### config.mk
export PLATFORM = sky130hd
export DESIGN_NAME = col_normalize
export DESIGN_NICKNAME = d
export VERILOG_FILES = /design/src/rtl/col_normalize.sv
export SDC_FILE = /design/constraint.sdc
export NUM_CORES = 1
export LEC_CHECK = 0
export ABC_AREA = 1
export BUFFER_PORTS_ARGS = -buffer_cell sky130_fd_sc_hd__buf_4
export CORE_MARGIN = 2
export CORE_UTILIZATION = 25
export DETAILED_ROUTE_END_ITERATION = 10
export PLACE_DENSITY = 0.4
export REMOVE_ABC_BUFFERS = 1
export SLEW_MARGIN = 10
export SYNTH_ARGS = -nofsm -noshare
export SYNTH_HDL_FRONTEND = slang
export SYNTH_SLANG_ARGS = --single-unit
### constraint.sdc
create_clock -name clk -period 10.3 [get_ports clk]
set_input_delay 0.515 -clock clk [delete_from_list [all_inputs] [get_ports clk]]
set_output_delay 0.515 -clock clk [all_outputs]
set_load 0.03 [all_outputs]
### src/rtl/col_normalize.sv
// col_normalize: divides a 4-element complex column by its norm, producing SCALE-scaled fixed-point elements.
// Define COL_NORMALIZE_ROUND_EN to round half away from zero instead of truncating toward zero.
module col_normalize #(
  parameter int W = 28,
  parameter int SCALE = 10000
) (
  input  logic                clk,
  input  logic                rst_n,
  input  logic                in_valid,
  output logic                in_ready,
  input  logic signed [W-1:0] real_1,
  input  logic signed [W-1:0] real_2,
  input  logic signed [W-1:0] real_3,
  input  logic signed [W-1:0] real_4,
  input  logic signed [W-1:0] imag_1,
  input  logic signed [W-1:0] imag_2,
  input  logic signed [W-1:0] imag_3,
  input  logic signed [W-1:0] imag_4,
  input  logic [W-1:0]        norm_in,
  output logic                out_valid,
  input  logic                out_ready,
  output logic signed [W-1:0] q_real_1,
  output logic signed [W-1:0] q_real_2,
  output logic signed [W-1:0] q_real_3,
  output logic signed [W-1:0] q_real_4,
  output logic signed [W-1:0] q_imag_1,
  output logic signed [W-1:0] q_imag_2,
  output logic signed [W-1:0] q_imag_3,
  output logic signed [W-1:0] q_imag_4,
  output logic                div_zero
);
  localparam int QW = W + 14;
  localparam int CW = $clog2(QW);
  localparam logic [W-1:0] MAXV = {1'b0, {(W-1){1'b1}}};
  typedef enum logic [1:0] {IDLE, DIV, DONE} state_t;
  state_t state, state_nx;
  logic signed [W-1:0] e [8];
  logic signed [W-1:0] q [8];
  logic [W-1:0] norm, rem, rem_nx, qmag;
  logic [QW-2:0] quo;
  logic [CW-1:0] cnt;
  logic [2:0] idx;
  logic [W:0] ext, mag, trial;
  logic [QW-1:0] num, qfull;
  logic ge, last;
  // Element magnitude is formed in W+1 bits so the most negative input is representable.
  assign ext = {e[idx][W-1], e[idx]};
  assign mag = ext[W] ? -ext : ext;
`ifdef COL_NORMALIZE_ROUND_EN
  assign num = QW'(mag) * QW'(SCALE) + QW'(norm >> 1);
`else
  assign num = QW'(mag) * QW'(SCALE);
`endif
  assign trial = {rem, num[CW'(QW-1) - cnt]};
  assign ge = trial >= {1'b0, norm};
  assign rem_nx = ge ? W'(trial - {1'b0, norm}) : trial[W-1:0];
  assign qfull = {quo, ge};
  assign qmag = (qfull > QW'(MAXV)) ? MAXV : qfull[W-1:0];
  assign last = cnt == CW'(QW-1);
  assign in_ready = state == IDLE;
  assign out_valid = state == DONE;
  always_comb begin
    state_nx = state;
    case (state)
      IDLE: state_nx = in_valid ? ((norm_in != '0) ? DIV : DONE) : IDLE;
      DIV: state_nx = (last && idx == 3'd7) ? DONE : DIV;
      DONE: state_nx = out_ready ? IDLE : DONE;
      default: state_nx = IDLE;
    endcase
  end
  always_ff @(posedge clk or negedge rst_n)
    if (!rst_n) state <= IDLE;
    else state <= state_nx;
  always_ff @(posedge clk or negedge rst_n) begin
    if (!rst_n) begin
      for (int i = 0; i < 8; i++) begin
        e[i] <= '0;
        q[i] <= '0;
      end
      norm <= '0;
      rem <= '0;
      quo <= '0;
      cnt <= '0;
      idx <= '0;
      div_zero <= 1'b0;
    end else if (state == IDLE && in_valid) begin
      e[0] <= real_1; e[1] <= imag_1; e[2] <= real_2; e[3] <= imag_2;
      e[4] <= real_3; e[5] <= imag_3; e[6] <= real_4; e[7] <= imag_4;
      for (int i = 0; i < 8; i++) q[i] <= '0;
      norm <= norm_in;
      div_zero <= norm_in == '0;
      rem <= '0;
      quo <= '0;
      cnt <= '0;
      idx <= '0;
    end else if (state == DIV) begin
      if (last) begin
        q[idx] <= e[idx][W-1] ? -qmag : qmag;
        rem <= '0;
        quo <= '0;
        cnt <= '0;
        idx <= idx + 3'd1;
      end else begin
        rem <= rem_nx;
        quo <= {quo[QW-3:0], ge};
        cnt <= cnt + CW'(1);
      end
    end
  end
  assign q_real_1 = q[0];
  assign q_imag_1 = q[1];
  assign q_real_2 = q[2];
  assign q_imag_2 = q[3];
  assign q_real_3 = q[4];
  assign q_imag_3 = q[5];
  assign q_real_4 = q[6];
  assign q_imag_4 = q[7];
endmodule

# ---- Word-level counts from Yosys, hierarchy flattened
# Index checks and enable logic that the tools add are counted.
dict set report classes {
  n_addsub 6
  mul 1
  order_cmp 5
  n_eq_ne 4
  mux 32
  n_bitwise 1
  reduce_logical 9
}
# cell count
set ops {}
lappend ops {{two-way mux 224 bit} 3}
lappend ops {{two-way mux 28 bit} 9}
lappend ops {{bitwise mux 224 bit} 1}
lappend ops {{two-way mux 41 bit} 3}
lappend ops {{binary-select mux 28 bit (select 3 bit)} 1}
lappend ops {{demux 28 bit (select 3 bit)} 1}
lappend ops {{greater-than comparator 42 x 27 -> 1 bit, second input constant} 1}
lappend ops {{multiplier 29 x 10 -> 38 bit, second input constant} 1}
lappend ops {{>= comparator 29 x 28 -> 1 bit} 1}
lappend ops {{two-way mux 29 bit} 1}
lappend ops {{negation 29 bit} 1}
lappend ops {{logical NOT 28 bit} 1}
lappend ops {{negation 28 bit} 1}
lappend ops {{nonzero test 28 bit} 1}
lappend ops {{subtractor 28 bit} 1}
lappend ops {{two-way mux 6 bit} 3}
lappend ops {{two-way mux 3 bit} 3}
lappend ops {{two-way mux 2 bit} 4}
lappend ops {{less-than comparator 6 x 7 -> 1 bit, second input constant} 1}
lappend ops {{adder 6 x 1 -> 6 bit, second input constant} 1}
lappend ops {{binary-select mux 1 bit (select 6 bit)} 1}
lappend ops {{== test 6 bit, second input constant} 1}
lappend ops {{one-hot mux 2 bit (3 select lines)} 1}
lappend ops {{subtractor 6 bit, first input constant} 1}
lappend ops {{12 further kinds} 15}
dict set report word_totals {
  regBits 557
  out_inout_bits 227
}

# ---- Longest topological paths before layout
dict set report logic_depth {
  word_depth 18
  depth_mapped 67
  ltp_nobuf 64
}

# ---- Worst setup path after synthesis
# Ideal clock, no wire load.
dict set report synth_timing {
  path_kind {register -> register}
  startpoint {reg idx[0]}
  endpoint {reg q, in the netlist q_imag_1[14]}
  setup_time_ps 137
  t_arrival_ps 8280
  t_required_ps 10163
  setup_slack_ps 1883
  path_stages_with_launch 57
  period_less_slack_ps 8417
  path_cell_list {dfrtp_1 buf_6 buf_2 nand2_1 a21oi_1 o21ai_0 nand2_1 inv_1 ha_1 inv_1 nor2_1 nand3_2 o21ai_0 xor2_1 inv_1 fa_1 ha_1 fa_1 [... 21 more ...] o21ai_1 a21oi_2 o21ai_2 nand2_1 nand2_1 nand3_1 nand2_1 nor2_1 buf_2 ha_1 nand3_1 nor2_1 nand2_1 nor2_1 nand3_1 nand2_1 xor2_1 o21ai_0}
}
dict set report synth_between {
  elab_chain_cells 18
  word_cells_on_any_way 23
  cone_classes {2 x add/sub; 1 x mul; 4 x order compare; 14 x mux; 1 x bitwise; 1 x reduce/logical}
}
# item line
set synth_rtl {}
lappend synth_rtl {{from (decl)} 42} ;# logic [2:0] idx;
lappend synth_rtl {{from (signal assigned)} 102} ;# idx <= idx + 3'd1;
lappend synth_rtl {{inverter 3 -> 4 bit *} {47, 98}}
lappend synth_rtl {{binary-select mux 28 bit (select 3 bit)} {47, 98}}
lappend synth_rtl {{two-way mux 28 bit (implied by the code) (2 in a row)} {47, 98}}
lappend synth_rtl {{negation 29 bit} 48} ;# assign mag = ext[W] ? -ext : ext;
lappend synth_rtl {{two-way mux 29 bit} 48}
lappend synth_rtl {{multiplier 29 x 10 -> 38 bit} 52} ;# assign num = QW'(mag) * QW'(SCALE);
lappend synth_rtl {{binary-select mux 1 bit (select 6 bit)} 54} ;# assign trial = {rem, num[CW'(QW-1) - cnt]};
lappend synth_rtl {{two-way mux 1 bit (implied by the code)} 54}
lappend synth_rtl {{>= comparator 29 x 28 -> 1 bit} 55} ;# assign ge = trial >= {1'b0, norm};
lappend synth_rtl {{greater-than comparator 42 x 27 -> 1 bit} 58} ;# assign qmag = (qfull > QW'(MAXV)) ? MAXV : qfull[W-1:0];
lappend synth_rtl {{two-way mux 28 bit} 58}
lappend synth_rtl {{negation 28 bit} 98} ;# q[idx] <= e[idx][W-1] ? -qmag : qmag;
lappend synth_rtl {{two-way mux 28 bit} 98}
lappend synth_rtl {{bitwise mux 224 bit *} 98}
lappend synth_rtl {{two-way mux 224 bit *} 97} ;# if (last) begin
lappend synth_rtl {{two-way mux 224 bit *} 96} ;# end else if (state == DIV) begin
lappend synth_rtl {{two-way mux 224 bit *} 86} ;# end else if (state == IDLE && in_valid) begin
lappend synth_rtl {{to (signal, indexed assignment)} 98}
lappend synth_rtl {{to (decl)} 38} ;# logic signed [W-1:0] q [8];
# Mark *: on every way between the ends. The rest lies on a longest branch, timed or not. The select of a mux whose other input is x is not followed.
# A chain may end at the register's enable or synchronous reset.

# ---- Worst setup path after layout
dict set report layout_timing {
  startpoint {reg idx[2]}
  endpoint {reg q, in the netlist q_real_3[16]}
}
# The elaborated chain is that of the path after synthesis.

==> impl_metrics.ini <==
[synthesis]
syn_area_sq_mm = 0.0319
yosysWarningCount = 0
ys_seq_elements = 557
synthArstFlopShare_pct = 100
syn_inst = 4154
synth_cell_types = 59
syn_area_per_cell_sq_um = 7.68
ys_seq_area_share_pct = 43.7
synth_top_area_share_pct = 43.7
synth_edf_count = 0
synthFlopType = dfrtp_1
synth_area_leaders = dfrtp_1, nand2_1, ha_1, inv_1, fa_1
yosysTopAreaCell = dfrtp_1

[timing]
min_period_ps = 9500
fin_setup_tns_ps = 0
report.final.slew_viol_count = 0
worst_slew_pin_slew_ps = 1040
hold_viol_final = 0
relSlewSlack_pct = 30.4
skew_ps = 46.1
timing.fmax_mhz = 105
setup_ws_ps = 799
setup-violations-final = 0
fin_crit_sh_pct = 92.2

[setup_path]
cpMostUsedCell = nand2_1
cp_slowest_stage_delay_ps = 490
crit_arrival_ps = 10100
worstSetupStartpointType = flop
worstSetupPathType = flop to flop
crit_buf_inv = 8
endpoint_kind = flop
crit_fanout = 11
critPathSlowestCell = fa_1
worstPathRequired_ps = 10900
ff2ff_path_depth = 53
cp_num_cells = 53
crit_family = simple AND/OR/NAND/NOR gates

[floorplanning]
die-area_sq_mm = 0.131
pin_count = 483
core_area_sq_mm = 0.127
rows = 131
die_w_um = 361
chipHeight_um = 361
start_util_pct = 25.1

[final_layout]
largestRegisters = e: 224 flops, quo: 41 flops
drive_gt1_share_pct = 17.6
area_growth_syn_to_layout_pct = 27.2
final_area_sq_mm = 0.0406
nNetsFinal = 5140
largest_reg_flops = 224
instances_no_fill = 6382
top_register = e

[grt]
grt_start_max_net_pins = 185
grt.total_usage_pct = 19.4
antenna_found_initial = 0
grt-ovfl-total = 0
grt_pass1_vias = 29732
grt_pass1_wl_um = 192000

[route]
ant_nets = 0
drtIter0Drc = 1970
routed_wl_um = 127000
vias_per_cell = 4.53
drc = 0
firstDrtPassIters = 6
vias = 28933
post_drt_wl_per_cell_um = 19.9

[cts]
worstSkewPairLatency_ps = 670
root_buffer = clkbuf_16
htreeDepth = 3
clkSlewWorstSetupHoldPaths_ps = 60
clockBufferDepth = 3
clock-sinks = 557
cts_tree = done
cts_buffers = 71

[run_status]
outcome = completed

[min_path]
hold_class = input pin to flop
min_path_cells = 3

[place]
place_ws_ps = -0.238
dp_cells = 6237
gp_congestion = 0.859
place_area_sq_mm = 0.0378
io_buffers = 482
detailed_place_hpwl_um = 93800

[flow_run]
drv_cap = 0
-- kinds of logic (layout without fill, tap and decap cells) --
kind of cell    Yosys count  count (layout)  synth area share (%)
simple gates           2187            2187                  27.7
buf+inv                 629            1191                  7.75
flops                   557             557                  43.7
compound gates          500             500                  8.84
fa+ha+maj               217             217                  10.1
xor+xnor                 62              62                  1.87
other cells               2               6                0.0235
-- worst reg2reg max path: cells and delay by family, from the launching register on --
| kind | cells | cell delay, ps |
|---|---|---|
| and+or+nand+nor | 29 | 3580 |
| xor gates and xnor gates | 2 | 500 |
| AOI/OAI and AO/OA | 6 | 940 |
| adders and majority gates | 8 | 2950 |
| DFF | 1 | 390 |
| buffers and inverters | 8 | 1090 |
-- routing by layer --
layer	GRT usage [%]	part of all wire [%]	vias to the layer above
met4	4.88	2.1	0
met5	0	0	-
met2	31.7	46	615
met1	26.7	47	14015
met3	2.83	4.3	129
li1	-	-	14174
-- worst paths after layout --
kind                             from           end  slack [ps]
min                        real_4[12]         e[40]          40
min in group asynchronous       rst_n         e[83]         450
max in group asynchronous       rst_n  q_real_4[11]        7610
max reg2reg                    idx[2]  q_real_3[16]         800
max                            idx[2]  q_real_3[16]         800
min reg2reg                     e[29]         e[29]         480
-- synthesized netlist by cell type (18+ instances only) --
cell	number
o21ai_0	246
nand2_1	1657
dfrtp_1	557
ha_1	149
xor2_1	36
a21oi_1	101
o22ai_1	54
nand3_1	229
fa_1	68
inv_1	466
nand4_1	42
xnor2_1	19
o21ai_1	18
o211ai_1	20
buf_2	21
clkbuf_1	102
nor2_1	185
-- final cells by class --
type,instances,area (sq um)
antenna,2,5.00
clock buffer,101,2040
clock inverter,23,337
fill,13859,86600
inverter,485,1850
multi-input combinational,2970,15800
sequential,557,13900
tap,1662,2080
timing repair buffer,582,4490
-- placed cells by master, fill, tap and decap left out, types with 34 or more instances in the layout --
master     synthesis  routed
nand2_1         1657    1647
nand3_1          229     225
ha_1             149     136
inv_1            466     460
xor2_1            36      34
a21oi_1          101      95
buf_4              2     569
dfrtp_1          557     555
nand4_1           42      42
o21ai_0          246     242
clkbuf_16          0      71
o22ai_1           54      54
fa_1              68      68
nor2_1           185     158
-- repair_timing --
item                                   in CTS  in global routing
setup buffers                               0                 18
gates cloned                                0                  0
hold buffers                                1                  0
gates resized for setup                     1                 88
setup endpoints to repair                   8                242
pin swaps                                   0                 11
endpoints found under the hold margin      89                  0
-- metrics by stage --
step,util [%],hold slack (ps)
3_5_place_dp,29.7,465
5_1_grt,31.9,29.1
3_3_place_gp,29.7,463
2_1_floorplan,-,219
4_1_cts,31.6,1.38
6_report,31.9,43.7
Power is not shown: default switching activity piles up to over one toggle a cycle in this logic, so the estimate is an artifact.
